**config.mk**
```make
export PLATFORM = sky130hd
export DESIGN_NAME = adc_scan_spi
export DESIGN_NICKNAME = d
export VERILOG_FILES = /design/src/rtl/adc_scan_spi.sv
export SDC_FILE = /design/constraint.sdc
export NUM_CORES = 1
export LEC_CHECK = 0
export ABC_AREA = 1
export BUFFER_PORTS_ARGS = -buffer_cell sky130_fd_sc_hd__buf_2
export CAP_MARGIN = 20
export CORE_MARGIN = 2
export CORE_UTILIZATION = 54
export DETAILED_ROUTE_END_ITERATION = 8
export GPL_TIMING_DRIVEN = 0
export PLACE_DENSITY = 0.76
export SLEW_MARGIN = 20
export SYNTH_ARGS = -nofsm -noshare
export SYNTH_HDL_FRONTEND = slang
export SYNTH_SLANG_ARGS = --single-unit
export TNS_END_PERCENT = 50
```
**constraint.sdc**
```tcl
create_clock -name CLOCK_50 -period 1.4 [get_ports CLOCK_50]
set_input_delay 0.14 -clock CLOCK_50 [delete_from_list [all_inputs] [get_ports CLOCK_50]]
set_output_delay 0.14 -clock CLOCK_50 [all_outputs]
set_load 0.02 [all_outputs]
```
**src/rtl/adc_scan_spi.sv**
```systemverilog
// Channel sweep sequencer and SPI master for the 8-channel 12-bit board ADC.
// Optional macro ADC_TRIG_EN: one sweep per accepted `trig` instead of free-running sweeps.
module adc_scan_spi #(
  parameter int unsigned SCLK_HALF = 8,
  parameter int unsigned NUM_CH    = 8,
  parameter int unsigned CS_GAP    = 8
) (
  input  logic        CLOCK_50,
  input  logic        RESET_N,
  input  logic        enable,
`ifdef ADC_TRIG_EN
  input  logic        trig,
`endif
  output logic        ADC_CS_N,
  output logic        ADC_SADDR,
  output logic        ADC_SCLK,
  input  logic        ADC_SDAT,
  output logic        sample_valid,
  output logic [11:0] sample_data,
  output logic [2:0]  sample_ch,
  output logic        busy,
  output logic        sweep_done
);

  typedef enum logic [2:0] {IDLE, CS_SETUP, SHIFT, CS_HOLD, GAP} state_t;

  localparam logic [15:0] HALF_LAST  = 16'(SCLK_HALF - 1);
  localparam logic [15:0] GAP_LAST   = 16'(CS_GAP - 1);
  localparam logic [3:0]  LAST_FRAME = 4'(NUM_CH);

  state_t      state_q;
  logic [15:0] cnt_q;
  logic [3:0]  bit_q;
  logic [3:0]  frame_q;
  logic        phase_q;
  logic [11:0] shift_q;
  logic        cs_n_q, sclk_q, saddr_q;
  logic        valid_q, done_q, busy_q;
  logic [11:0] data_q;
  logic [2:0]  ch_q;

  logic        start;
  logic [2:0]  addr;
  logic [3:0]  nxt_bit;
  logic        saddr_d;

`ifdef ADC_TRIG_EN
  assign start = trig && enable;
`else
  assign start = enable;
`endif

  // The last frame of a sweep addresses channel 0 only to flush the ADC pipeline.
  assign addr = (frame_q == LAST_FRAME) ? 3'd0 : frame_q[2:0];

  always_comb begin
    nxt_bit = (state_q == SHIFT) ? bit_q + 4'd1 : 4'd0;
    saddr_d = 1'b0;
    case (nxt_bit)
      4'd2:    saddr_d = addr[2];
      4'd3:    saddr_d = addr[1];
      4'd4:    saddr_d = addr[0];
      default: saddr_d = 1'b0;
    endcase
  end

  always_ff @(posedge CLOCK_50) begin
    if (!RESET_N) begin
      state_q <= IDLE;
      cnt_q   <= '0;
      bit_q   <= '0;
      frame_q <= '0;
      phase_q <= 1'b0;
      shift_q <= '0;
      cs_n_q  <= 1'b1;
      sclk_q  <= 1'b1;
      saddr_q <= 1'b0;
      valid_q <= 1'b0;
      done_q  <= 1'b0;
      busy_q  <= 1'b0;
      data_q  <= '0;
      ch_q    <= '0;
    end else begin
      valid_q <= 1'b0;
      done_q  <= 1'b0;
      case (state_q)
        IDLE: begin
          cs_n_q  <= 1'b1;
          sclk_q  <= 1'b1;
          saddr_q <= 1'b0;
          cnt_q   <= '0;
          if (start) begin
            state_q <= CS_SETUP;
            cs_n_q  <= 1'b0;
            busy_q  <= 1'b1;
            frame_q <= '0;
          end
        end
        CS_SETUP: begin
          if (cnt_q == HALF_LAST) begin
            cnt_q   <= '0;
            state_q <= SHIFT;
            sclk_q  <= 1'b0;
            phase_q <= 1'b0;
            bit_q   <= '0;
            saddr_q <= saddr_d;
          end else begin
            cnt_q <= cnt_q + 16'd1;
          end
        end
        SHIFT: begin
          // Fires one cycle after the 16th rising SCLK, once the last bit is in shift_q.
          if (phase_q && cnt_q == '0 && bit_q == 4'd15 && frame_q != '0) begin
            valid_q <= 1'b1;
            data_q  <= shift_q;
            ch_q    <= 3'(frame_q - 4'd1);
            done_q  <= (frame_q == LAST_FRAME);
          end
          if (cnt_q == HALF_LAST) begin
            cnt_q <= '0;
            if (!phase_q) begin
              phase_q <= 1'b1;
              sclk_q  <= 1'b1;
              shift_q <= {shift_q[10:0], ADC_SDAT};
            end else if (bit_q == 4'd15) begin
              state_q <= CS_HOLD;
            end else begin
              phase_q <= 1'b0;
              sclk_q  <= 1'b0;
              bit_q   <= nxt_bit;
              saddr_q <= saddr_d;
            end
          end else begin
            cnt_q <= cnt_q + 16'd1;
          end
        end
        CS_HOLD: begin
          if (cnt_q == HALF_LAST) begin
            cnt_q   <= '0;
            cs_n_q  <= 1'b1;
            state_q <= GAP;
          end else begin
            cnt_q <= cnt_q + 16'd1;
          end
        end
        GAP: begin
          if (cnt_q == GAP_LAST) begin
            cnt_q <= '0;
            if (frame_q != LAST_FRAME) begin
              frame_q <= frame_q + 4'd1;
              state_q <= CS_SETUP;
              cs_n_q  <= 1'b0;
            end else begin
`ifdef ADC_TRIG_EN
              state_q <= IDLE;
              busy_q  <= 1'b0;
`else
              if (enable) begin
                frame_q <= '0;
                state_q <= CS_SETUP;
                cs_n_q  <= 1'b0;
              end else begin
                state_q <= IDLE;
                busy_q  <= 1'b0;
              end
`endif
            end
          end else begin
            cnt_q <= cnt_q + 16'd1;
          end
        end
        default: state_q <= IDLE;
      endcase
    end
  end

  assign ADC_CS_N     = cs_n_q;
  assign ADC_SCLK     = sclk_q;
  assign ADC_SADDR    = saddr_q;
  assign sample_valid = valid_q;
  assign sample_data  = data_q;
  assign sample_ch    = ch_q;
  assign busy         = busy_q;
  assign sweep_done   = done_q;

endmodule

```
---- Yosys cells after proc, flatten, opt, wreduce, memory -nomap -nowiden ----
Cells that the tools add are included.
word-level totals
  bits in registers ....................... 61
  input port bits ......................... 4
  output and inout port bits .............. 21
  logic and storage cells ................. 116
cells by class
  $add $sub $neg .......................... 4
  equality and inequality tests ........... 23
  mux-type cells .......................... 50
  bitwise operators ....................... 1
  reductions and logical operators ........ 24
operators with widths
  kind                                             count
  2-to-1 mux 4 bit                                 8
  case mux 16 bit (2 select lines)                 1
  2-to-1 mux 3 bit                                 8
  2-to-1 mux 1 bit                                 23
  adder 16 x 1 -> 16 bit (second input constant)   1
  == test 16 x 3 -> 1 bit (second input constant)  1
  zero test 16 bit                                 1
  2-to-1 mux 16 bit                                1
  inequality test 2 bit (second input constant)    8
  case mux 4 bit (2 select lines)                  2
  case mux 3 bit (5 select lines)                  1
  AND reduction 5 bit                              3
  case mux 1 bit (3 select lines)                  4
  AND reduction 3 bit                              3
  adder 4 x 1 -> 4 bit (second input constant)     2
  == test 4 x 2 -> 1 bit (second input constant)   2
  == test 4 bit (second input constant)            2
  AND reduction 4 bit                              2
  AND reduction 7 bit                              1
  == test 3 x 2 -> 1 bit (second input constant)   2
  inequality test 3 bit (second input constant)    2
  AND reduction 2 bit                              3
  nonzero test 2 bit                               3
  nonzero test 3 bit                               2
  other kinds (12)                                 16

---- Logic depth before layout (Yosys ltp) ----
  depth in word-level cells ............... 8
  gate-level depth with buffers ........... 11
  depth with buffers taken out ............ 11

---- Worst setup path after synthesis ----
No wires, ideal clock.
  path type ............................... reg-to-reg
  start ................................... register frame_q[0]
  end ..................................... register ch_q[2], in the netlist sample_ch[2]
  library setup time ...................... 0.139 ns
  arrival ................................. 1.329 ns
  required time ........................... 1.261 ns
  setup slack ............................. -0.069 ns
  cell stages (with the launch flop) ...... 11
  path buffers ............................ 2
  period minus slack after synthesis ...... 1.469 ns
  cells stage by stage .................... dfxtp_1 inv_1 ha_1 nand2_1 nor2_1 nor2_1 nand2_1 nor2_2 buf_6 buf_6 a211oi_2
on the way
  cells in the longest elaborated chain, start to end .. 3
  elaborated cells on any way between the ends .. 4
  those cells by class .................... add/sub (1); reduce/logical (3)
ends and longest elaborated chain
  item                                                                               line  text
  from (decl)                                                                        34    logic [3:0] frame_q;
  from (signal assigned)                                                             150   frame_q <= frame_q + 4'd1;
  parallel branches: the longest is 3 deep, another holds subtractor 3 x 1 -> 3 bit  --
  to (signal assigned)                                                               116   ch_q <= 3'(frame_q - 4'd1);
  to (decl)                                                                          40    logic [2:0] ch_q;
Several ways; the timed one is not identified.
A chain may end at the register's enable or synchronous reset.

---- Worst setup path in the final report ----
  start ................................... register frame_q[1]
  end ..................................... register data_q[1], in the netlist sample_data[1]
on the way
  cells in the longest elaborated chain, start to end .. 3
ends and longest elaborated chain
  item                           line  text
  nonzero test 4 bit             113   if (phase_q && cnt_q == '0 && bit_q == 4'd15 && frame_q != '0) begin
  logical AND 1 bit              113
  AND reduction 2 bit (no line)  --
  to (signal assigned)           115   data_q <= shift_q;
  to (decl)                      39    logic [11:0] data_q;
Every way passes these cells.

==> results.txt <==
- The flow ran to the end, but the final reports show violations.
- Violations in the final reports: negative setup slack
- The initial antenna violation count is 0.
* Largest stage delay, worst path: 0.36 ns
- In this run the clock root is driven by a sky130_fd_sc_hd__clkbuf_8.
- Path depth of the worst reg2reg path: 11
* Required time of the critical path: 1.67 ns
- In this run, post-CTS hold repair placed 0 buffers.
- Depth of the CTS H-tree: 3
* Number of antenna repair diodes: 0
- The most used flip-flop cell after synthesis is sky130_fd_sc_hd__dfxtp_1.
- In the finished design, the share of the clock period the worst path needs comes to 112.5%.
- Worst relative slew slack: 56.34%
* Post-DRT Antenna Nets: 0
- Net count reported at finish: 508
- Data on the critical path arrives at its endpoint at 1.85 ns.
* Die boundary width: 80.05 µm
* Filler instances: 426
* Total count of hold-check failures in the final report: 0
* Sinks on Clock Net: 61
* Core Area: 5540 µm²
- The number of nets in the synthesized netlist is 445.
- Total number of cells along the worst setup path: 11
* Clock latency on the worst-skew pair: 0.35 ns
- The worst setup path is captured at a flip-flop.
- Average vias per placed instance: 5.622
- Synthesis-to-layout area growth: 28.53%
- A synthesized cell averages 7.163 µm².
- The die is 80.05 µm tall.
- Maximum number of pins on one net before global-route repair: 13
- Clk slew on worst S/H paths: 0.07 ns
* Crit path launch type: flip-flop
- Number of core rows: 27
- Clock tree synthesis inserted a total of 9 buffers.
* Tot Pwr: 5.022 mW
* Worst hold path depth: 3
- Sequential fraction of the synthesis area: 39.10%
- The critical path contains buffers and inverters numbering 3 combined.
- Remaining global-route overflow: 0
* VDD IR max: 0.0009635 V
- After Yosys synthesis, and, or, nand and nor cells account for 31.21% of the synthesized area.
- The worst hold path begins at ADC_SDAT.
- Setup violations remaining at the end of the flow were counted as 52.
- Skew final: 0.008767 ns
- Ranked by instance count, the synthesized netlist is headed by 87 x sky130_fd_sc_hd__nand2_1, 64 x sky130_fd_sc_hd__nor2_1, 61 x sky130_fd_sc_hd__dfxtp_1.
- Ranked by total cell area, the synthesized netlist is headed by sky130_fd_sc_hd__dfxtp_1 39%, sky130_fd_sc_hd__nand2_1 10%, sky130_fd_sc_hd__nor2_1 7.7%.
* Cell accounting for the most synthesized area: sky130_fd_sc_hd__dfxtp_1
- Count of port buffers added during placement: 23
- Mapped cell area: 3123 µm²
* Yosys warning total: 0
- After detailed routing, the average wire length per cell comes to 14.54 µm.
- The startpoint identified for the worst register-to-register timing path is frame_q[1]$_SDFFE_PN0P_.
- Via count: 3238
* Transition time at the pin with the least slew margin: 0.6549 ns
* Count of mapped cells out of synthesis: 436
- Pre-CTS setup slack: -0.2570 ns
- The floorplan step defined a die boundary enclosing 6408 µm².
- Area share of the largest cell type after synthesis: 39.10%
- Total DRC errors in the routed layout: 0
- Critical Path Fanout Max: 4
* Share of layout cells above drive strength 1: 34.13%
* I/O pin total: 25
- In this run, synthesis inferred 0 flip-flops with an integrated enable.
* Category of the most critical setup path: flip-flop to flip-flop
- Wirelength, routed: 8.376 mm
* Placer Congestion: 0.9362
* Maximum clock path buffer count: 2
* Cell area power density: 1251 nW/µm²
- Total iterations of the first detailed-routing run: 5
* Final TNS setup: -5.090 ns
- sky130_fd_sc_hd__nand2_1 is the most common cell in the netlist.
* Via count of the first global-routing pass: 2918
- The slowest stage of the critical path is the sky130_fd_sc_hd__dfxtp_4 cell.
- The netlist uses 36 different library cells.
- Max Cap Viol: 0
- In this run the worst setup path begins at frame_q[1]$_SDFFE_PN0P_.
* Post-synthesis mux area share: 0%
- Fraction of the mapped netlist area in compound gates: 18.71%
* HPWL after detailed placement: 5.235 mm
* Worst min-delay path category: input pin to flip-flop
- Xor and xnor area share after synthesis: 0.8413%
* Maximum frequency from static timing analysis: 634.8 MHz
* Share of synthesized cell area in full adder, half adder and majority cells: 2.003%
- The first global-routing pass estimated 13.76 mm of wire.
* Least setup slack across all paths after layout: -0.1754 ns
- Cell class contributing the biggest share of worst-path delay: simple AND/OR/NAND/NOR gates
- For this design the static power due to leakage is 1.582 nW.
- After synthesis the netlist holds a flip-flop and latch count of 61.
- Dominant combinational cell family by area after synthesis: simple AND/OR/NAND/NOR gates
- Walking the worst path, the cells encountered are inv_2 > ha_4 > nand2_2 > nor2_4 > nor2_1 > nand2_1 > nor2_4 > buf_6 > buf_6 > nor2_1 > a211oi_2.
- Of all flip-flops after synthesis, the portion carrying an async set or reset was 0%.
- Subtracting the final worst setup slack from the clock period gives 1.575 ns.
- RSZ-0062 raised after global routing: yes
- Starting utilization of the core area: 56.37%
- In this run, the number of DRC markers left after iteration 0 of detailed routing was 261.
- Total track usage: 27.77%
* Count of final max-slew check failures: 0
* TritonCTS clock tree: yes
==> metal layers <==
| layer | vias up | routed length (µm) | track usage [%] | part of all wire [%] |
|---|---|---|---|---|
| li1 | 1575 | - | - | - |
| met1 | 1516 | 3705 | 36.20 | 44 |
| met2 | 130 | 3974 | 44.58 | 47 |
| met3 | 17 | 561 | 5.843 | 6.7 |
| met4 | 0 | 136 | 11.53 | 1.6 |
| met5 | - | 0 | 0 | 0 |
==> layout make-up <==
cell class,count,area (µm²),area share (%)
multi-input cells,317,1823,45.42
flip-flops and latches,61,1254,31.23
repair buffers,53,407.9,10.16
clock inverters,7,51.30,1.278
plain buffers,11,81.33,2.026
clock buffers,9,123.9,3.086
inverters,46,182.7,4.551
well taps,72,90.09,2.244
==> power breakdown <==
| part | total (mW) | internal [mW] | leakage (nW) | switching, mW |
|---|---|---|---|---|
| Sequential | 1.96 | 1.84 | 0.503 | 0.127 |
| Combinational | 1.63 | 0.558 | 0.993 | 1.07 |
| Clock | 1.43 | 0.646 | 0.0856 | 0.783 |
| Total | 5.02 | 3.04 | 1.58 | 1.98 |
==> cells by family after synthesis <==
family                   after synthesis
flip-flops                            61
AND/OR/NAND/NOR                      215
adder cells (fa/ha/maj)                5
AO/OA/AOI/OAI                         94
XOR/XNOR                               3
buffers and inverters                 58
==> worst paths after layout <==
kind                                                      to  slack (ns)
worst max-delay path             sample_data[1]$_SDFFE_PN0P_       -0.18
worst min-delay path                 shift_q[0]$_SDFFE_PN0P_        0.06
worst max register to register   sample_data[1]$_SDFFE_PN0P_       -0.18
worst min register to register  sample_data[11]$_SDFFE_PN0P_        0.48
==> registers in the layout, summed over array words and instances, names as in the netlist <==
signal and flops:
cnt_q 16, sample_data 12, shift_q 12, sweep_done 1
sample_ch 3, busy 1, ADC_SCLK 1, phase_q 1
ADC_CS_N 1, bit_q 4, state_q 3, sample_valid 1
frame_q 4, ADC_SADDR 1
==> timing repair <==
action | in CTS | in global routing
pin swaps | 18 | 13
resized for setup | 51 | 39
gates cloned | 3 | 0
buffers inserted | 20 | 7
setup endpoints to repair | 59 | 56
==> cell usage in the layout (no fill, tap or decap), types with 4 or more instances in the layout <==
cell,Yosys,routed
sky130_fd_sc_hd__buf_6,3,9
sky130_fd_sc_hd__a21oi_2,4,5
sky130_fd_sc_hd__dfxtp_2,0,14
sky130_fd_sc_hd__nand3_1,27,24
sky130_fd_sc_hd__a211oi_2,12,12
sky130_fd_sc_hd__nand2_1,87,80
sky130_fd_sc_hd__nand2_2,5,11
sky130_fd_sc_hd__buf_2,2,24
sky130_fd_sc_hd__inv_2,6,10
sky130_fd_sc_hd__o21ai_2,0,4
sky130_fd_sc_hd__nand2_4,3,4
sky130_fd_sc_hd__nor2_2,4,8
sky130_fd_sc_hd__o21ai_1,4,11
sky130_fd_sc_hd__nor3_1,7,5
sky130_fd_sc_hd__o21ai_0,30,19
sky130_fd_sc_hd__dfxtp_1,61,43
sky130_fd_sc_hd__nor2_1,64,54
sky130_fd_sc_hd__inv_1,39,33
sky130_fd_sc_hd__clkbuf_8,0,9
sky130_fd_sc_hd__nor2_4,4,10
sky130_fd_sc_hd__nand3_2,2,4
sky130_fd_sc_hd__buf_4,2,21
sky130_fd_sc_hd__nand4_1,7,7
sky130_fd_sc_hd__a21oi_1,40,39
sky130_fd_sc_hd__dfxtp_4,0,4
==> per-stage QoR <==
stage | hold slack (ns) | area [µm²] | utilization, % | std cells
floorplan | 0.2821 | 3138 | - | 436
global placement | 0.3901 | 3343 | 60.34 | 531
detailed placement | 0.4071 | 3343 | 60.34 | 531
CTS | 0.03824 | 3877 | 69.99 | 570
global route | 0.09656 | 4014 | 72.45 | 576
finish | 0.05536 | 4014 | 72.45 | 576
==> tightest hold or removal path, cell delays in order <==
cell and delay, ns:
sky130_fd_sc_hd__buf_2 0.09, sky130_fd_sc_hd__nor3_1 0.04, sky130_fd_sc_hd__nor2_1 0.09
No activity file was read; power rests on OpenSTA's default activity.
